<file path="config.mk">
export PLATFORM = sky130hd
export DESIGN_NAME = regfile_wb_sched
export DESIGN_NICKNAME = d
export VERILOG_FILES = /design/src/rtl/regfile_wb_sched.sv
export SDC_FILE = /design/constraint.sdc
export NUM_CORES = 1
export LEC_CHECK = 0
export ABC_CLOCK_PERIOD_IN_PS = 8900
export BUFFER_PORTS_ARGS = -buffer_cell sky130_fd_sc_hd__buf_2
export CAP_MARGIN = 20
export CORE_UTILIZATION = 58
export CTS_CLUSTER_DIAMETER = 40
export DETAILED_ROUTE_END_ITERATION = 8
export GPL_TIMING_DRIVEN = 0
export PLACE_DENSITY_LB_ADDON = 0.3
export SLEW_MARGIN = 25
export SYNTH_ARGS = -nofsm -noshare
export SYNTH_HDL_FRONTEND = slang
export SYNTH_SLANG_ARGS = --single-unit
</file>
<file path="constraint.sdc">
create_clock -name clk -period 8.9 [get_ports clk]
set_clock_uncertainty 0.2 [all_clocks]
set_input_delay 0 -clock clk [delete_from_list [all_inputs] [get_ports clk]]
set_output_delay 0 -clock clk [all_outputs]
set_load 0.02 [all_outputs]
</file>
<file path="src/rtl/regfile_wb_sched.sv">
// Write-back scheduler: round-robin arbitration of NREQ requesters onto the single RF write port, plus a busy-register scoreboard.
// Latency: 1 cycle from handshake to rf_wen_o; backpressure is one grant per cycle, so other requesters wait via req_ready_o.
module regfile_wb_sched #(
    parameter int NREQ   = 3,
    parameter int DATA_W = 32
) (
    input  logic                     clk,
    input  logic                     srst_n,
    input  logic [NREQ-1:0]          req_valid_i,
    input  logic [5*NREQ-1:0]        req_addr_i,
    input  logic [DATA_W*NREQ-1:0]   req_data_i,
    output logic [NREQ-1:0]          req_ready_o,
    output logic                     rf_wen_o,
    output logic [4:0]               rf_waddr_o,
    output logic [DATA_W-1:0]        rf_wdata_o,
    input  logic                     issue_valid_i,
    input  logic [4:0]               issue_rd_i,
    output logic                     issue_ready_o,
    input  logic [4:0]               chk_raddr1_i,
    input  logic [4:0]               chk_raddr2_i,
    output logic                     stall_o,
    output logic [31:0]              busy_vec_o
);

    localparam int PTR_W = (NREQ > 1) ? $clog2(NREQ) : 1;

    logic [PTR_W-1:0]  last_q;
    logic [PTR_W-1:0]  gnt_idx;
    logic              gnt_any;
    logic [NREQ-1:0]   gnt_vec;
    logic [4:0]        gnt_addr;
    logic [DATA_W-1:0] gnt_data;
    logic              wen_q;
    logic [4:0]        waddr_q;
    logic [DATA_W-1:0] wdata_q;
    logic [31:0]       busy_q;
    logic [31:0]       busy_d;
    logic              set_en;

    // Rotating priority search starting just after the last granted requester.
    always_comb begin
        gnt_idx  = '0;
        gnt_any  = 1'b0;
        gnt_vec  = '0;
        gnt_addr = '0;
        gnt_data = '0;
        for (int k = 0; k < NREQ; k++) begin
            int idx;
            idx = (int'(last_q) + 1 + k) % NREQ;
            if (!gnt_any && req_valid_i[idx]) begin
                gnt_any  = 1'b1;
                gnt_idx  = PTR_W'(idx);
                gnt_addr = req_addr_i[5*idx +: 5];
                gnt_data = req_data_i[DATA_W*idx +: DATA_W];
            end
        end
        if (!srst_n) begin
            gnt_any = 1'b0;
        end
        if (gnt_any) begin
            gnt_vec[gnt_idx] = 1'b1;
        end
    end

    assign req_ready_o = gnt_vec;

    always_ff @(posedge clk) begin
        if (!srst_n) begin
            last_q  <= PTR_W'(NREQ - 1);
            wen_q   <= 1'b0;
            waddr_q <= '0;
            wdata_q <= '0;
        end else if (gnt_any) begin
            last_q  <= gnt_idx;
            wen_q   <= (gnt_addr != 5'd0);
            waddr_q <= gnt_addr;
            wdata_q <= gnt_data;
        end else begin
            wen_q   <= 1'b0;
        end
    end

    assign rf_wen_o   = wen_q;
    assign rf_waddr_o = waddr_q;
    assign rf_wdata_o = wdata_q;

    assign issue_ready_o = ~busy_q[issue_rd_i] | (issue_rd_i == 5'd0);
    assign set_en        = issue_valid_i & issue_ready_o & (issue_rd_i != 5'd0);

    // Clear is applied before set so that set wins on a same-register collision.
    always_comb begin
        busy_d = busy_q;
        if (wen_q) begin
            busy_d[waddr_q] = 1'b0;
        end
        if (set_en) begin
            busy_d[issue_rd_i] = 1'b1;
        end
        busy_d[0] = 1'b0;
    end

    always_ff @(posedge clk) begin
        if (!srst_n) begin
            busy_q <= '0;
        end else begin
            busy_q <= busy_d;
        end
    end

    assign busy_vec_o = busy_q;
    assign stall_o    = (busy_q[chk_raddr1_i] & (chk_raddr1_i != 5'd0)) |
                        (busy_q[chk_raddr2_i] & (chk_raddr2_i != 5'd0));

endmodule

</file>
==> impl_metrics.toml <==
[detailed_routing]
routed-wl-met2_um = 12800
initialDrtViolationCount = 1257
dr_wl_met3_um = 3320
wl_um = 27200
vias = 9331
wl_per_cell_um = 19.7
highest_layer = "met4"
drt_first_pass_iters = 6
antenna_left = 0
drt_drc_violations_left = 0
via_per_inst = 6.75
wl_met1_um = 9940

[worst_setup_path]
r2r_end = "rf_wen_o"
reg2reg_slack_ps = 2780
cp_max_fo = 10
end_kind = "register"
critPathRequiredTime_ps = 8910
worstSetupPathType = "register to register"
r2r_start = "last_q[0]"
r2r_cells = 20
critPathArrivalTime_ps = 6120
start_kind = "register"

[logic_synthesis]
yosysSeqAreaShare = 0.198
synth.area.top_cells = "dfxtp_1 20%, nand2_1 8.5%, mux2i_1 8.2%, mux4_2 6.9%, o21ai_0 5.1%"
ys_ff_latch = 71
synth_area_mm2 = 0.00719
synth_edf_count = 0
synthArstFlopShare = 0
syn-num-nets = 1094
avgSynthCellArea_um2 = 7.62
yosys_warnings = 0
ys_types = 64
synthDominantCellAreaShare = 0.198
yosys_most_used_dff = "dfxtp_1"
syn_inst = 944
yosysTopAreaCell = "dfxtp_1"

[power_and_ir_drop]
power.density_mw_per_mm2 = 195
peakVddDrop_uv = 131
p_leak_nw = 3.95

[clock_tree]
cts_tree = "yes"
cts_max_level = 3
clock_path_buffers = 2
clock_insertion_delay_worst_skew_ps = 350
root_buffer = "clkbuf_16"
cts_setup_buffers = 0
clock_sinks = 71
cts_buffers = 9
clkTransAtPathRegs_ps = 60

[finish]
fin_nets = 1359
nFillCells = 898
regArea_mm2 = 0.00142
area_growth_pct = 28.6
drive_gt1_frac = 0.230
multi_input_area_mm2 = 0.00533

[timing]
tightest_slew_ps = 948
fin_crit_ps = 6120
maxSlewViolCount = 0
tns_ps = 0
holdWs_ps = -3.38
worst_slack_ps = 2780
timing.slew.headroom = 0.363
fin_crit_sh = 0.687
finalHoldViolations = 1
fmax_mhz = 164
rsz0062_at_grt = "no"
setup_violations = 0

[grt]
track_usage = 0.415
antenna_found_initial = 0
grt_overflow_total = 0
grt_pass1_wl_um = 42500
grt_max_degree = 13
first_global_vias = 8681

[floorplan]
fp.dieW_um = 113
num_io_pins = 207
num_rows = 40
start_util = 0.596
die_area_mm2 = 0.0129
die_h_um = 113
core_area_mm2 = 0.0121

[min_path]
holdCritStartpoint = "req_data_i[57]"
holdPathStages = 5
hold_path.class = "input pin to register"
hold_end = "rf_wdata_o[25]"

[placement]
portBuffers = 200
dp_hpwl_um = 19200
gp_congestion = 0.968
dp_slack_ps = 2930

[run]
cap_violations = 0

[status]
status = "complete, but fails checks"
violations = "hold timing"
critical path, stage by stage (launching register included):
cell and delay [ps]:
dfxtp_1 500, inv_1 170, ha_1 370, buf_2 220, buf_2 290, buf_2 340
buf_2 400, xnor2_1 170, ha_1 260, inv_1 100, ha_1 290, inv_1 90
a31oi_1 90, nor2_1 330, clkbuf_1 410, o21ai_0 200, fa_1 510, xnor2_1 200
o21ai_0 300, a31oi_1 350, a41oi_1 170
sequential cells by signal, indices dropped and copies added, names as in the netlist:
signal / flops
busy_vec_o: 31
last_q: 2
rf_waddr_o: 5
rf_wdata_o: 32
rf_wen_o: 1
worst max path at each step:
stage,end,cells after the start,start
2_1_floorplan,rf_wen_o,21,last_q[0]
3_3_place_gp,rf_wen_o,20,last_q[0]
3_5_place_dp,rf_wen_o,20,last_q[0]
4_1_cts,rf_wen_o,20,last_q[0]
5_1_grt,rf_wen_o,21,last_q[0]
6_report,rf_wen_o,20,last_q[0]
routing by layer:
layer | track usage | vias to the layer above
li1 | - | 4099
met1 | 0.499 | 4286
met2 | 0.681 | 802
met3 | 0.0983 | 144
met4 | 0.239 | 0
met5 | 0 | -
kinds of logic (layout without fill, tap and decap cells):
| family | Yosys count | count (layout) | synth area share |
|---|---|---|---|
| AOI/OAI and AO/OA | 319 | 319 | 0.291 |
| xor gates and xnor gates | 6 | 6 | 0.00730 |
| adders and majority gates | 20 | 20 | 0.0374 |
| buffers and inverters | 103 | 373 | 0.0610 |
| DFF | 71 | 71 | 0.198 |
| muxes | 87 | 87 | 0.169 |
| other | 1 | 2 | 0.000521 |
| and+or+nand+nor | 337 | 337 | 0.237 |
Yosys cell counts, types with 4 or more instances:
cell type and instances:
mux4_1 4, ha_1 15, a21oi_1 68, inv_1 14, nand3b_1 7, xnor2_1 4
mux2i_1 59, nor3_1 35, or3b_2 4, buf_2 20, a221oi_1 32, nand2b_1 37
a22oi_1 32, nor2b_1 13, or4_1 32, mux4_2 22, o211ai_1 34, o22ai_1 11
o21ai_0 73, nand3_1 12, a31oi_1 5, nor2_1 14, a21boi_0 28, a21boi_1 7
and2_1 5, nand2_1 163, dfxtp_1 71, clkbuf_1 64, o21ai_2 7, a22o_1 5
final cells by class:
| class | instances | area share |
|---|---|---|
| clock inverters | 5 | 0.00622 |
| well taps | 168 | 0.0227 |
| plain buffers | 88 | 0.0414 |
| multi-input cells | 770 | 0.577 |
| clock buffers | 11 | 0.0262 |
| repair buffers | 254 | 0.167 |
| diodes | 1 | 0.000271 |
| inverters | 15 | 0.00609 |
| flip-flops and latches | 71 | 0.154 |
where the power goes:
part	total, mW	switching [mW]	internal (mW)
sequential	0.409	0.0446	0.364
clock	0.374	0.150	0.224
combinational	1.02	0.624	0.393
stage by stage:
stage	hold slack, ps	util	power, mW	instance area [µm²]	instances
CTS	1.72	0.767	1.75	9250	1382
floorplan	-12.9	-	1.06	7190	944
finish	-3.38	0.767	1.80	9250	1383
global placement	138	0.697	1.32	8410	1312
global route	32.0	0.767	1.88	9250	1382
detailed placement	143	0.697	1.34	8410	1312
placed cells by master, fill, tap and decap left out, drive strengths merged, types with 4 or more instances in the layout:
| master | instances |
|---|---|
| dlygate4sd3 | 54 |
| a21oi | 68 |
| nor2 | 14 |
| a22o | 5 |
| or3b | 5 |
| and2 | 5 |
| xnor2 | 4 |
| o22ai | 11 |
| nand3 | 12 |
| mux4 | 26 |
| ha | 15 |
| o21ai | 81 |
| nor3 | 35 |
| nor2b | 13 |
| inv | 15 |
| dfxtp | 71 |
| mux2i | 59 |
| o211ai | 34 |
| nand2 | 163 |
| buf | 224 |
| a22oi | 32 |
| a221oi | 32 |
| nand2b | 37 |
| clkbuf | 75 |
| a31oi | 5 |
| nand3b | 7 |
| a21boi | 35 |
| or4 | 32 |
repair_timing:
item,4_1_cts,5_1_grt
endpoints found under the hold margin,61,0
hold buffers,54,0
resized for setup,0,0
Power figures use the tool's default switching activity.
